===== src/rtl/muldiv_seq_pkg.sv =====
// Shared types and constants for the iterative RV32M multiply/divide sequencer.
package muldiv_seq_pkg;

   localparam int MULDIV_ITER = 32;

   typedef enum logic [2:0] {
      MUL, MULH, MULHSU, MULHU, DIV, DIVU, REM, REMU
   } muldiv_codes_t;

   typedef enum logic [1:0] {
      IDLE, CALC, DONE
   } muldiv_state_t;

endpackage


===== src/rtl/muldiv_signfix.sv =====
// Conditional two's-complement negation of two values; used for operand
// magnitudes on entry and for sign correction of the result on exit.
module muldiv_signfix #(
   parameter int W = 32
) (
   input  logic [W-1:0] a,
   input  logic [W-1:0] b,
   input  logic         neg_a,
   input  logic         neg_b,
   output logic [W-1:0] ya,
   output logic [W-1:0] yb
);

   assign ya = neg_a ? (~a + W'(1)) : a;
   assign yb = neg_b ? (~b + W'(1)) : b;

endmodule


===== src/rtl/muldiv_seq.sv =====
// Iterative RV32M multiply/divide sequencer: 32-step shift-add multiply or
// restoring divide on magnitudes, with sign fix-up and corner-case bypass.
module muldiv_seq
   import muldiv_seq_pkg::*;
#(
   parameter int XLEN = 32,
   parameter int ITER = MULDIV_ITER
) (
   input  logic            clk,
   input  logic            nReset,
   input  logic            start,
   input  muldiv_codes_t   op,
   input  logic [XLEN-1:0] rs1F,
   input  logic [XLEN-1:0] rs2F,
   input  logic            flush,
   output logic            stall,
   output logic            busy,
   output logic            done,
   output logic [XLEN-1:0] result
);

   localparam int CW = $clog2(ITER);
   localparam logic [CW-1:0] LAST = CW'(ITER - 1);

   muldiv_state_t     state, state_next;
   muldiv_codes_t     op_q;
   logic [CW-1:0]     cnt;
   logic [2*XLEN-1:0] acc, acc_step;
   logic [XLEN-1:0]   opb;
   logic              neg_q;

   logic              accept, signed1, signed2, s1, s2;
   logic              div_zero, ovf, special;
   logic [XLEN-1:0]   special_val, mag1, mag2, final_val, div_val;
   logic [XLEN:0]     mul_sum;
   logic [2*XLEN:0]   shl;
   logic [XLEN+1:0]   trial;
   logic [2*XLEN-1:0] fix_prod, fix_div;
   logic              unused_bits;

   assign accept  = (state == IDLE) && start && !flush;
   assign signed1 = op inside {MUL, MULH, MULHSU, DIV, REM};
   assign signed2 = op inside {MUL, MULH, DIV, REM};
   assign s1      = signed1 && rs1F[XLEN-1];
   assign s2      = signed2 && rs2F[XLEN-1];

   assign div_zero = (op inside {DIV, DIVU, REM, REMU}) && (rs2F == '0);
   assign ovf      = (op inside {DIV, REM}) && (rs1F == {1'b1, {(XLEN-1){1'b0}}})
                     && (rs2F == '1);
   assign special  = div_zero || ovf;

   always_comb begin
      special_val = '0;
      if (div_zero)
         special_val = (op inside {DIV, DIVU}) ? '1 : rs1F;
      else if (op == DIV)
         special_val = rs1F;
   end

   muldiv_signfix #(.W(XLEN)) u_fix_in (
      .a(rs1F), .b(rs2F), .neg_a(s1), .neg_b(s2), .ya(mag1), .yb(mag2)
   );

   // One iteration: low accumulator half holds the multiplier or dividend bits
   always_comb begin
      mul_sum = {1'b0, acc[2*XLEN-1:XLEN]} + (acc[0] ? {1'b0, opb} : '0);
      shl     = {acc, 1'b0};
      trial   = {1'b0, shl[2*XLEN:XLEN]} - {2'b00, opb};
      if (op_q inside {MUL, MULH, MULHSU, MULHU})
         acc_step = {mul_sum, acc[XLEN-1:1]};
      else if (!trial[XLEN+1])
         acc_step = {trial[XLEN-1:0], shl[XLEN-1:1], 1'b1};
      else
         acc_step = shl[2*XLEN-1:0];
   end

   assign div_val = (op_q inside {DIV, DIVU}) ? acc_step[XLEN-1:0]
                                              : acc_step[2*XLEN-1:XLEN];

   muldiv_signfix #(.W(2*XLEN)) u_fix_out (
      .a(acc_step), .b({{XLEN{1'b0}}, div_val}), .neg_a(neg_q), .neg_b(neg_q),
      .ya(fix_prod), .yb(fix_div)
   );

   assign unused_bits = ^{fix_div[2*XLEN-1:XLEN], trial[XLEN]};

   always_comb begin
      case (op_q)
         MUL:                  final_val = fix_prod[XLEN-1:0];
         MULH, MULHSU, MULHU:  final_val = fix_prod[2*XLEN-1:XLEN];
         default:              final_val = fix_div[XLEN-1:0];
      endcase
   end

   always_ff @(posedge clk) begin
      if (!nReset) begin
         state <= IDLE;
         busy  <= 1'b0;
         done  <= 1'b0;
      end else begin
         state <= state_next;
         busy  <= (state_next != IDLE);
         done  <= (state_next == DONE);
      end
   end

   always_comb begin
      state_next = state;
      case (state)
         IDLE:    if (accept) state_next = special ? DONE : CALC;
         CALC:    if (cnt == LAST) state_next = DONE;
         DONE:    state_next = IDLE;
         default: state_next = IDLE;
      endcase
      if (flush) state_next = IDLE;
   end

   always_comb begin
      stall = nReset && (accept || (state == CALC));
   end

   // Datapath: operand capture, iteration and result load
   always_ff @(posedge clk) begin
      if (!nReset) begin
         cnt    <= '0;
         acc    <= '0;
         result <= '0;
      end else if (accept) begin
         op_q  <= op;
         opb   <= mag2;
         neg_q <= (op == REM) ? s1 : (s1 ^ s2);
         acc   <= {{XLEN{1'b0}}, mag1};
         cnt   <= '0;
         if (special) result <= special_val;
      end else if ((state == CALC) && !flush) begin
         acc <= acc_step;
         if (cnt == LAST) begin
            cnt    <= '0;
            result <= final_val;
         end else begin
            cnt <= cnt + CW'(1);
         end
      end
   end

endmodule


===== config.mk =====
export PLATFORM = sky130hd
export DESIGN_NAME = muldiv_seq
export DESIGN_NICKNAME = d
export VERILOG_FILES = /design/src/rtl/muldiv_seq_pkg.sv /design/src/rtl/muldiv_signfix.sv /design/src/rtl/muldiv_seq.sv
export SDC_FILE = /design/constraint.sdc
export NUM_CORES = 1
export LEC_CHECK = 0
export CORE_AREA = 2 2 224 171
export DETAILED_ROUTE_END_ITERATION = 10
export DIE_AREA = 0 0 226 173
export SKIP_LAST_GASP = 1
export SLEW_MARGIN = 10
export SYNTH_ARGS = -nofsm -noshare
export SYNTH_HDL_FRONTEND = slang
export SYNTH_SLANG_ARGS = --single-unit

===== constraint.sdc =====
create_clock -name clk -period 15.8 [get_ports clk]
set_input_delay 2.37 -clock clk [delete_from_list [all_inputs] [get_ports clk]]
set_output_delay 2.37 -clock clk [all_outputs]
set_load 0.005 [all_outputs]

==> metrics.txt <==
worst min-delay path category=reg2reg; HPWL Detailed=51500 µm; critical path launch point type=flop; # setup viols final=0; routed len/inst=23.9 µm; final hold vios=0; 1st-pass router iterations=6; vias in the first global route=16700; crit path kind=reg2reg; flop-to-flop setup slack=between 9 and 10 ns; FF-to-FF Start=opb[14]; post-layout min period=6.77 ns; via count=18400; row count=61; period utilization=a little over two fifths; Yosys reg bits=between 100 and 150; hold_sp=cnt[4]; Antenna Cells=0; Resize count post-CTS=0; initial antenna violation count=2; Mapped Cells=2293; Post-synth EDFFs=36; area leader, netlist=dfxtp_1; reg2reg path depth=21; outcome=completed; Die H=173 µm; post-route ant nets=0; setup_tns=0 ns; Hold-fix buffers, CTS=0; P per Cell Area=between 60 and 70 nW/µm²; largest net degree at the start of global routing=113; Clk pin slew, worst setup/hold paths=around 0.07 ns; LEAKAGE=6.82 nW; worst slew pin tran=1.04 ns; Mapped Nets=2437; TritonCTS Buffers=17; Initial Util=44.5%; P&R area growth vs syn=11.5%; gr ovfl total=0; # clock sinks=141; relative slew slack=30.4%; number of I/O pins=106; root buf cell=clkbuf_16; FMAX=148 MHz; Crit. End Element=flop; layout cells sized above 1=6.03%; Final Util=49.7%; Die X=~230 µm; Iter 0 DRT Violations=2299; residual DRC count=0; # fillers=between 3000 and 4000; full die area=39100 µm²; commonest cells in the netlist=nor2_1 (243), a21oi_1 (232), nand2_1 (230); Vias/cell=6.54; Post-Syn Area=16400 µm²; top-area cell type share of the netlist area=12.9%; Reg-to-Reg End=result[30]; synth top area cells=dfxtp_1 (13%), a21oi_1 (7.1%), edfxtp_1 (6.6%), nor2_1 (5.6%), ha_1 (5.4%); Clock Latency Late Sink=0.46 ns; Max-Cap Viols=0; ys flop type=dfxtp_1; Seq/Total Area, Yosys=19.5%; required time of the critical path=~16 ns; routability cong.=0.966; Global Route Usage Sum=roughly 34%; Longest Clk Path Bufs=2; first-pass GRT wire length=102000 µm; H-tree lvl count=4; Routed WL=67200 µm; Worst Hold End=cnt[4]; Synth cell types=96; WHS Path Cells=2; Final Max Slew Viols=0; asr flop ratio synth=0%; post-synthesis average cell area=a little over 7 µm²; CTS tree=built; Worst Path Arrival=7.12 ns; core box area=36700 µm²; VDD IR max=0.0547 mV; unrepaired setup endpoints after global routing=false; setup repair bufs after CTS=0; Nets=approximately 2400; Port Buffers=105; crit-path max FO=23; most numerous cell in the Yosys netlist=nor2_1; clock skew=about 0.015 ns; synth warn=0
==> report_power, final <==
group          internal [mW]  leakage (nW)  switching, mW
clock network          0.232         0.283          0.183
registers              0.383          1.18         0.0199
logic                  0.105          5.36          0.177
total                  0.720          6.82          0.380
==> registers in the layout, indices dropped and copies added, names as in the netlist <==
name	cells
done	1
cnt	5
result	32
busy	1
op_q	3
state	2
opb	32
neg_q	1
acc	64
==> how the worst max path moves through the flow <==
| stage | start | slack (ns) | depth (start not counted) | end |
|---|---|---|---|---|
| after floorplan | op_q[2] | 9.92 | 23 | result[28] |
| after global placement | rs2F[2] | 8.92 | 14 | result[26] |
| final | opb[14] | 9.03 | 21 | result[30] |
| after detailed placement | rs2F[2] | 8.75 | 14 | result[26] |
| after CTS | rs2F[2] | 9.21 | 14 | result[26] |
| after global routing | rs2F[2] | 8.75 | 14 | result[26] |
==> through the flow <==
step           total power, mW  setup WS [ns]  area, µm²  instances  hold WS, ns
6_report                  1.10           9.03      18200       2809        0.461
5_1_grt                   1.14           8.75      18200       2809        0.485
2_1_floorplan            0.588           9.92      16400       2293        0.441
3_5_place_dp             0.685           8.75      17700       2777        0.455
4_1_cts                   1.10           9.21      18200       2809        0.465
3_3_place_gp             0.684           8.92      17700       2777        0.454
==> cell usage in the layout (no fill, tap or decap), types with 17 or more instances in the layout <==
master / count
dfxtp_1: 105
a21oi_1: 232
nor3_1: 76
nand3_1: 51
nor4_1: 25
or2_2: 19
edfxtp_1: 36
nand2b_1: 22
nand2_1: 229
and2_1: 44
mux2i_1: 45
a21o_1: 29
or3_1: 24
clkbuf_16: 17
nor2_1: 242
a211oi_1: 77
xnor2_1: 87
ha_1: 71
inv_1: 62
buf_4: 34
o21ai_0: 128
and3_1: 26
xor2_1: 68
clkdlybuf4s50_1: 105
a31oi_1: 38
o211ai_1: 30
o31ai_1: 45
nand4_1: 38
==> logic make-up (layout without fill, tap and decap cells) <==
logic type               count (synthesis)  in the layout  share of synthesized area [%]
flip-flops                             141            141                           19.5
buffers and inverters                  224            236                           5.61
AND/OR/NAND/NOR                        861            861                           25.5
multiplexers                            53             53                           3.31
XOR/XNOR                               156            156                           8.44
adder cells (fa/ha/maj)                 73             73                           5.68
AO/OA/AOI/OAI                          785            785                           32.0
==> layout make-up <==
| type | count | area, µm² | area share (%) |
|---|---|---|---|
| Clock buffer | 17 | 425 | 2.33 |
| Sequential cell | 141 | 3180 | 17.5 |
| Tap cell | 504 | 631 | 3.46 |
| Inverter | 64 | 240 | 1.32 |
| Timing Repair Buffer | 140 | 1330 | 7.28 |
| Multi-Input combinational cell | 1928 | 12300 | 67.3 |
| Clock inverter | 15 | 146 | 0.803 |
==> worst max-delay path, cell delays in order, from the launching register on <==
cell and delay (ns):
edfxtp_1 0.36, inv_1 0.05, ha_1 0.39, a21oi_1 0.27, o21ai_0 0.41, o31a_2 0.46
buf_4 0.25, nor2_1 0.18, a21oi_1 0.13, inv_1 0.10, ha_1 0.20, nor3b_1 0.33
o221ai_1 0.22, or2_2 0.39, nor3_1 0.38, nand2_1 0.09, buf_4 0.21, or4_1 0.60
nor4b_2 0.63, nand4_1 0.32, o31a_1 0.39, a211o_1 0.29
==> per-layer routing <==
metal / up-vias / GRT usage, % / part of all wire [%]
met5: - / 0 / 0
li1: 8544 / - / -
met2: 913 / 49.3 / 42
met1: 8836 / 50.8 / 47
met3: 83 / 5.86 / 9.4
met4: 0 / 8.61 / 2.3
Note: power is estimated with default switching activity, not from simulation.
